**config.mk**
```make
export PLATFORM = sky130hd
export DESIGN_NAME = stim_sequencer
export DESIGN_NICKNAME = d
export VERILOG_FILES = /design/src/rtl/stim_seq_pkg.sv /design/src/rtl/stim_misr.sv /design/src/rtl/stim_sequencer.sv
export SDC_FILE = /design/constraint.sdc
export NUM_CORES = 1
export LEC_CHECK = 0
export ABC_AREA = 1
export BUFFER_PORTS_ARGS = -buffer_cell sky130_fd_sc_hd__buf_2
export CAP_MARGIN = 20
export CORE_MARGIN = 10
export CORE_UTILIZATION = 62
export DETAILED_ROUTE_END_ITERATION = 8
export GPL_TIMING_DRIVEN = 1
export PLACE_DENSITY = 0.87
export SLEW_MARGIN = 10
export SYNTH_ARGS = -nofsm -noshare
export SYNTH_HDL_FRONTEND = slang
export SYNTH_SLANG_ARGS = --single-unit
```
**constraint.sdc**
```tcl
create_clock -name clk -period 5.1 [get_ports clk]
set_clock_uncertainty 0.2 [all_clocks]
set_input_delay 1.02 -clock clk [delete_from_list [all_inputs] [get_ports clk]]
set_output_delay 1.02 -clock clk [all_outputs]
set_load 0.01 [all_outputs]
```
**src/rtl/stim_seq_pkg.sv**
```systemverilog
// Shared types and default parameter values for the stimulus sequencer.
package stim_seq_pkg;

    typedef enum logic [1:0] {
        IDLE  = 2'd0,
        RUN   = 2'd1,
        FLUSH = 2'd2
    } state_t;

    localparam int unsigned DEF_INPUT_LEN  = 7;
    localparam int unsigned DEF_OUTPUT_LEN = 19;
    localparam int unsigned DEF_DEPTH      = 10000000;
    localparam int unsigned DEF_ADDR_W     = 24;

endpackage

```
**src/rtl/stim_misr.sv**
```systemverilog
// Rotate-and-xor signature register over the DUT response.
module stim_misr #(
    parameter int unsigned WIDTH = 19
) (
    input  logic             clk,
    input  logic             rst,
    input  logic             clr,
    input  logic             en,
    input  logic [WIDTH-1:0] din,
    output logic [WIDTH-1:0] sig
);

    // Clear on reset or new playback, otherwise fold in the response when enabled.
    always_ff @(posedge clk) begin
        if (rst || clr) begin
            sig <= '0;
        end else if (en) begin
            sig <= {sig[WIDTH-2:0], sig[WIDTH-1]} ^ din;
        end
    end

endmodule

```
**src/rtl/stim_sequencer.sv**
```systemverilog
// Plays packed {rst, data} vectors from a stimulus memory onto a DUT.
// Optional response signature enabled by defining STIM_SIG_MISR_EN.
module stim_sequencer
    import stim_seq_pkg::*;
#(
    parameter int unsigned INPUT_LEN  = DEF_INPUT_LEN,
    parameter int unsigned OUTPUT_LEN = DEF_OUTPUT_LEN,
    parameter int unsigned DEPTH      = DEF_DEPTH,
    parameter int unsigned ADDR_W     = DEF_ADDR_W
) (
    input  logic                  clk,
    input  logic                  rst,
    input  logic                  start,
    input  logic [ADDR_W-1:0]     num_vec,
    input  logic                  pause,
    output logic                  mem_rd,
    output logic [ADDR_W-1:0]     mem_addr,
    input  logic [INPUT_LEN:0]    mem_data,
    output logic                  dut_rst,
    output logic [INPUT_LEN-1:0]  dut_in,
    input  logic [OUTPUT_LEN-1:0] dut_out,
    output logic                  busy,
    output logic                  done,
    output logic [ADDR_W-1:0]     vec_cnt
`ifdef STIM_SIG_MISR_EN
    ,
    output logic [OUTPUT_LEN-1:0] signature
`endif
);

    // ADDR_W must be wide enough that DEPTH fits in the length register.
    localparam logic [ADDR_W-1:0] DEPTH_A = ADDR_W'(DEPTH);
    localparam logic [ADDR_W-1:0] ONE_A   = ADDR_W'(1);

    state_t              state;
    state_t              state_d;
    logic                mem_rd_d;
    logic [ADDR_W-1:0]   mem_addr_d;
    logic [ADDR_W-1:0]   next_addr;
    logic [ADDR_W-1:0]   next_addr_d;
    logic [ADDR_W-1:0]   length;
    logic [ADDR_W-1:0]   length_d;
    logic                done_d;
    logic                busy_d;
    logic                accept;
    logic                rd_q;

    // State register.
    always_ff @(posedge clk) begin
        if (rst) begin
            state <= IDLE;
        end else begin
            state <= state_d;
        end
    end

    // Next state and next values of the read-side registers.
    always_comb begin
        state_d     = state;
        mem_rd_d    = 1'b0;
        mem_addr_d  = mem_addr;
        next_addr_d = next_addr;
        length_d    = length;
        done_d      = 1'b0;
        accept      = 1'b0;
        case (state)
            IDLE: begin
                if (start) begin
                    accept = 1'b1;
                    if (num_vec != '0) begin
                        state_d     = RUN;
                        length_d    = (num_vec > DEPTH_A) ? DEPTH_A : num_vec;
                        mem_addr_d  = '0;
                        next_addr_d = '0;
                    end else begin
                        done_d = 1'b1;
                    end
                end
            end
            RUN: begin
                // Leave once the last address is on the bus; otherwise issue the next one.
                if (mem_rd && (mem_addr == length - ONE_A)) begin
                    state_d = FLUSH;
                end else if (!pause && (next_addr != length)) begin
                    mem_rd_d    = 1'b1;
                    mem_addr_d  = next_addr;
                    next_addr_d = next_addr + ONE_A;
                end
            end
            FLUSH: begin
                state_d = IDLE;
                done_d  = 1'b1;
            end
            default: begin
                state_d = IDLE;
            end
        endcase
        busy_d = (state_d != IDLE);
    end

    // Read strobe, address, status and the one-deep read-return tracker.
    always_ff @(posedge clk) begin
        if (rst) begin
            mem_rd    <= 1'b0;
            mem_addr  <= '0;
            next_addr <= '0;
            length    <= '0;
            busy      <= 1'b0;
            done      <= 1'b0;
            rd_q      <= 1'b0;
        end else begin
            mem_rd    <= mem_rd_d;
            mem_addr  <= mem_addr_d;
            next_addr <= next_addr_d;
            length    <= length_d;
            busy      <= busy_d;
            done      <= done_d;
            rd_q      <= mem_rd;
        end
    end

    // Apply returned memory words to the DUT and count them.
    always_ff @(posedge clk) begin
        if (rst) begin
            dut_rst <= 1'b1;
            dut_in  <= '0;
            vec_cnt <= '0;
        end else begin
            if (rd_q) begin
                {dut_rst, dut_in} <= mem_data;
            end
            if (accept) begin
                vec_cnt <= '0;
            end else if (rd_q) begin
                vec_cnt <= vec_cnt + ONE_A;
            end
        end
    end

`ifdef STIM_SIG_MISR_EN
    logic apply_q;

    // The DUT reacts to an applied vector one cycle later; sample its response then.
    always_ff @(posedge clk) begin
        if (rst) begin
            apply_q <= 1'b0;
        end else begin
            apply_q <= rd_q;
        end
    end

    stim_misr #(
        .WIDTH (OUTPUT_LEN)
    ) u_misr (
        .clk (clk),
        .rst (rst),
        .clr (accept),
        .en  (apply_q),
        .din (dut_out),
        .sig (signature)
    );
`else
    logic unused_dut_out;
    assign unused_dut_out = ^dut_out;
`endif

endmodule

```
==> flow_metrics.py, run 1 <==
metrics = {
    "power_and_ir_drop": {
        "p_total_w": 0.00177,
        "p_leak_nw": 2.97,
        "powerDensity_nw_per_um2": 239,
        "ir_drop_mv": 0.199,
    },
    "floorplan": {
        "pin_count": 114,
        "chipHeight_um": 124,
        "start_util": 0.643,
        "die_w_um": 124,
        "num_rows": 37,
        "coreArea_um2": 10500,
        "die_area_um2": 15400,
    },
    "routing": {
        "antenna_left": 0,
        "drt_wl_total_um": 19500,
        "drtIter0Drc": 891,
        "num_vias": 6947,
        "dr.pass1.iters": 6,
        "drc": 0,
        "wl_per_cell_um": 15.7,
        "avgViaCountPerCell": 5.61,
    },
    "critical_path": {
        "worstReg2RegStart": "length[0]",
        "worst-setup-path-type": "reg -> reg",
        "crit_arrival_ns": 3.70,
        "start_kind": "register",
        "critical_path_required_ns": 5.22,
        "cp-end-kind": "register",
        "crit_start": "length[0]",
        "cp_max_fo": 49,
    },
    "finish": {
        "layout_commonest_cell": "nand2_1",
        "multi_input_area_um2": 3930,
        "mostFrequentLayoutCells": "nand2_1 (226), nor2_1 (164), dfxtp_1 (110)",
        "sequential_cell_area_um2": 2200,
        "nNetsFinal": 1156,
        "n_fill_cell": 967,
        "final_layout_size_suffix_gt1_frac": 0.152,
        "synthToLayoutAreaGrowth_pct": 10.1,
        "instances_no_fill": 1239,
        "insertedDiodeCount": 0,
    },
    "synth": {
        "synth_area_leaders": "dfxtp_1 (33%), nand2_1 (13%), nor2_1 (9.2%)",
        "avgSynthCellArea_um2": 6.50,
        "dominantRegCellSynth": "dfxtp_1",
        "synth-edff-count": 0,
        "syn_nets": 1093,
        "ys_ff_latch": 110,
        "yosysWarningCount": 0,
        "yosysTopAreaCell": "dfxtp_1",
        "synth_area_um2": 6730,
        "ys_seq_area_frac": 0.327,
        "postSynthCellCount": 1035,
        "synthDistinctLibCells": 38,
        "async_reset_ff_frac": 0,
        "synth.top_cell.area_share": 0.327,
    },
    "status": {
        "status": "finished, final reports clean",
    },
    "clock_network": {
        "ctsHoldBuffers": 0,
        "clk_pin_slew_ns": 0.10,
        "clock_sinks": 110,
        "numCtsBuffers": 9,
        "clock_latency_ns": 0.39,
        "post_cts_buffers": 0,
        "htree_levels": 3,
        "cts-root-buf": "clkbuf_8",
        "clk_path_buf_depth": 2,
        "cts_tree": "done",
        "ctsResizeCount": 0,
    },
    "placed_design": {
        "io_buffers": 94,
        "hpwl_um": 14700,
        "globalplace.congestion": 1.02,
        "dpl.cell_count": 1223,
    },
    "grt": {
        "antenna_found_initial": 0,
        "gr-usage-met3": 0.0516,
        "grt_start_max_net_pins": 50,
        "grt_pass1_vias": 6258,
        "grt.busiest_layer": "met2",
        "grt_pass1_wl_um": 31700,
        "grt_overflow": 0,
        "gr-usage-met2": 0.405,
        "met1_usage": 0.341,
        "grt_usage": 0.255,
    },
    "sta": {
        "period_share": 0.703,
        "timing.fmax_ghz": 0.279,
        "setup_violations": 0,
        "hold_ws_ns": 0.250,
        "rsz0062_at_grt": "no",
        "slew_headroom": 0.370,
        "finalCriticalPeriod_ns": 3.58,
        "tightest_slew_ns": 0.944,
        "drv_slew": 0,
        "finalHoldViolations": 0,
        "tns_ns": 0,
    },
    "worst_hold_path": {
        "worstHoldStart": "mem_rd",
        "hold_class": "reg -> reg",
    },
    "flow_run": {
        "maxCapViolations": 0,
    },
}
power breakdown:
| part | total [W] | internal (W) | switching (W) |
|---|---|---|---|
| Clock | 0.000518 | 0.000210 | 0.000308 |
| Sequential | 0.000924 | 0.000879 | 0.0000446 |
| Combinational | 0.000329 | 0.000110 | 0.000219 |
critical path, stage by stage, from the launching register on:
cell,delay [ns]
dfxtp_1,0.56
inv_2,0.14
ha_1,0.33
nand2_1,0.07
nand2_1,0.04
nor3_1,0.16
nand2_1,0.08
nor2_1,0.14
nand2_1,0.07
nor2_1,0.10
nand3_1,0.12
nor2_2,0.14
nand3_2,0.07
buf_4,0.31
nand2_2,0.27
buf_4,0.42
nand2_1,0.12
a21oi_2,0.13
metal layers:
metal  wire length, µm  part of all wire
met4               427             0.022
met2              9070              0.47
met5                 0                 0
met3              1780             0.091
met1              8210              0.42
final timing paths:
kind	endpoint	slack, ns	depth (start not counted)
hold / removal	rd_q	0.25	2
hold reg to reg	rd_q	0.25	2
setup / recovery	mem_addr[13]	1.52	17
setup reg to reg	mem_addr[13]	1.52	17
flip-flops by register name (all words and copies together), names as in the netlist:
name       cells
length        24
mem_addr      24
next_addr     24
vec_cnt       24
dut_in         7
state          2
busy           1
done           1
dut_rst        1
mem_rd         1
rd_q           1
cells by family (layout without fill, tap and decap cells):
| kind of cell | Yosys count | count (layout) | share of synthesized area |
|---|---|---|---|
| flops | 110 | 110 | 0.327 |
| buf+inv | 151 | 219 | 0.0900 |
| fa+ha+maj | 3 | 3 | 0.00558 |
| compound gates | 141 | 141 | 0.118 |
| mux | 1 | 1 | 0.00149 |
| xor+xnor | 62 | 62 | 0.0807 |
| simple gates | 567 | 567 | 0.377 |
per-stage QoR:
stage                     setup slack, ns  utilization  area (µm²)
after global routing                 1.19        0.708        7410
after CTS                            1.53        0.708        7410
final                                1.52        0.708        7410
after floorplan                      2.33            -        6730
after detailed placement             1.55        0.690        7220
after global placement               1.61        0.690        7220
layout make-up:
| cell class | count | area share |
|---|---|---|
| multi-input cells | 774 | 0.531 |
| clock inverters | 5 | 0.00557 |
| well taps | 136 | 0.0230 |
| clock buffers | 11 | 0.0204 |
| flip-flops and latches | 110 | 0.297 |
| repair buffers | 102 | 0.0716 |
| inverters | 101 | 0.0512 |
Yosys cell counts, types with 4 or more instances:
master / count
inv_1: 95
nor4_1: 15
inv_2: 5
nand2_1: 226
nand3_1: 84
xor2_1: 34
nand3b_1: 8
clkbuf_1: 34
nor2_2: 7
dfxtp_1: 110
a31oi_1: 6
nor2_1: 165
a21oi_1: 67
a21oi_2: 17
xnor2_1: 28
o21ai_0: 42
nor3_1: 16
nand2_2: 4
nand4_1: 24
buf_2: 10
o21ai_1: 4
nor2_4: 5
Note: power is estimated with default switching activity, not from simulation.
==> run 2, diff against run 1 <==
- CORE_UTILIZATION: 62 -> 52
- PLACE_DENSITY: 0.87 -> 0.78
- clock period: 5.1 -> 2.88 ns (I/O delays scaled with it)
==> flow_metrics.py, run 2 (synthesized netlist as in run 1, its figures left out) <==
metrics = {
    "grt": {
        "grt_overflow": 0,
        "grt_usage": 0.222,
        "grt_start_max_net_pins": 48,
        "antenna_found_initial": 0,
        "grt_pass1_wl_um": 32200,
        "grt_pass1_vias": 6271,
    },
    "clock_network": {
        "cts-root-buf": "clkbuf_16",
        "htree_levels": 3,
        "clk_pin_slew_ns": 0.07,
        "clock_latency_ns": 0.36,
        "clock_sinks": 110,
        "cts_tree": "done",
        "numCtsBuffers": 9,
        "ctsHoldBuffers": 0,
        "clk_path_buf_depth": 2,
    },
    "routing": {
        "wl_per_cell_um": 15.7,
        "avgViaCountPerCell": 5.44,
        "drtIter0Drc": 616,
        "num_vias": 7002,
        "dr.pass1.iters": 6,
        "antenna_left": 0,
        "drc": 0,
        "drt_wl_total_um": 20200,
    },
    "sta": {
        "period_share": 0.902,
        "tns_ns": 0,
        "rsz0062_at_grt": "no",
        "finalHoldViolations": 0,
        "setup_violations": 0,
        "timing.fmax_ghz": 0.385,
        "tightest_slew_ns": 0.735,
        "drv_slew": 0,
        "finalCriticalPeriod_ns": 2.60,
        "slew_headroom": 0.510,
    },
    "status": {
        "status": "finished, final reports clean",
    },
    "critical_path": {
        "critical_path_required_ns": 2.98,
        "worst-setup-path-type": "reg -> reg",
        "start_kind": "register",
        "cp-endpoint": "next_addr[19]",
        "cp_max_fo": 28,
        "crit_arrival_ns": 2.69,
        "cp-end-kind": "register",
        "rr_endpoint": "next_addr[19]",
        "r2r_setup_slack_ns": 0.28,
        "r2r_cells": 16,
        "crit_start": "length[0]",
        "worstReg2RegStart": "length[0]",
    },
    "floorplan": {
        "die_w_um": 134,
        "start_util": 0.531,
        "chipHeight_um": 134,
        "pin_count": 114,
        "die_area_um2": 17900,
        "coreArea_um2": 12700,
        "num_rows": 41,
    },
    "placed_design": {
        "globalplace.congestion": 0.954,
        "dpl.cell_count": 1271,
        "hpwl_um": 15400,
        "io_buffers": 94,
    },
    "power_and_ir_drop": {
        "clkPwrFrac": 0.374,
        "ir_drop_mv": 0.339,
        "seqPwrFrac": 0.456,
        "p_sw_frac": 0.301,
        "p_leak_nw": 3.09,
        "powerDensity_nw_per_um2": 465,
        "p_comb_frac": 0.171,
        "internal_power_w": 0.00250,
        "switching_power_w": 0.00108,
    },
    "worst_hold_path": {
        "hold_class": "in -> reg",
    },
    "flow_run": {
        "maxCapViolations": 0,
    },
    "finish": {
        "layout_commonest_cell": "nand2_1",
        "nNetsFinal": 1168,
        "instances_no_fill": 1287,
        "synthToLayoutAreaGrowth_pct": 14.4,
        "insertedDiodeCount": 0,
        "final_layout_size_suffix_gt1_frac": 0.162,
        "mostFrequentLayoutCells": "nand2_1 (226), nor2_1 (164), dfxtp_1 (110)",
    },
}
[run 2: what timing repair did]
action / 4_1_cts / 5_1_grt
resized for setup: 0 / 1
buffers inserted: 0 / 0
endpoints found under the hold margin: 0 / 0
endpoints found under the setup margin: 0 / 3
[run 2: layer usage]
metal / routed length, µm / global-route usage / up-vias
met2: 9150 / 0.349 / 280
met4: 555 / 0.0871 / 0
li1: - / - / 3486
met5: 0 / 0 / -
met3: 1620 / 0.0462 / 36
met1: 8900 / 0.289 / 3200
[run 2: stage by stage]
stage                     cell area (µm²)  worst slack, ns   util  hold slack (ns)  power, W
after floorplan                      6730            0.459      -            0.259   0.00209
after global placement               7380            0.236  0.582            0.234   0.00225
after detailed placement             7380            0.138  0.582            0.254   0.00227
after CTS                            7690            0.245  0.607            0.216   0.00359
after global routing                 7700           0.0450  0.608            0.239   0.00373
final                                7700            0.282  0.608            0.228   0.00358
[run 2: worst min-delay path by stage]
stage	startpoint	end	slack (ns)	cells past startpoint
after floorplan	mem_rd	rd_q	0.26	2
after detailed placement	dut_rst	dut_rst	0.25	2
final	mem_data[7]	dut_rst	0.23	3
after CTS	mem_data[7]	dut_rst	0.22	3
after global routing	mem_data[7]	dut_rst	0.24	3
after global placement	dut_rst	dut_rst	0.23	2
[run 2: area by class of cell]
| cell class | instances | area (µm²) |
|---|---|---|
| Clock inverter | 5 | 62.6 |
| Multi-Input combinational cell | 774 | 3940 |
| Fill cell | 1241 | 4970 |
| Inverter | 101 | 379 |
| Clock buffer | 11 | 253 |
| Sequential cell | 110 | 2200 |
| Timing Repair Buffer | 114 | 649 |
| Tap cell | 172 | 215 |
[run 2: critical path, cell delays in order (launching register included)]
cell	delay, ns
dfxtp_1	0.37
inv_2	0.08
ha_1	0.32
nand2_1	0.07
nand2_1	0.04
nor3_1	0.16
nand2_1	0.08
nor2_1	0.10
nand2_1	0.07
nor2_1	0.09
nand3_1	0.09
nor2_2	0.12
nand3_2	0.15
nand2_2	0.15
buf_12	0.18
nand2_1	0.09
a21oi_2	0.13
[run 2: power groups by stage]
stage / registers (W) / clock network [W] / logic (W)
3_5_place_dp: 0.00167 / 0 / 0.000601
2_1_floorplan: 0.00164 / 0 / 0.000450
6_report: 0.00163 / 0.00134 / 0.000611
5_1_grt: 0.00163 / 0.00141 / 0.000682
4_1_cts: 0.00163 / 0.00136 / 0.000604
3_3_place_gp: 0.00166 / 0 / 0.000590
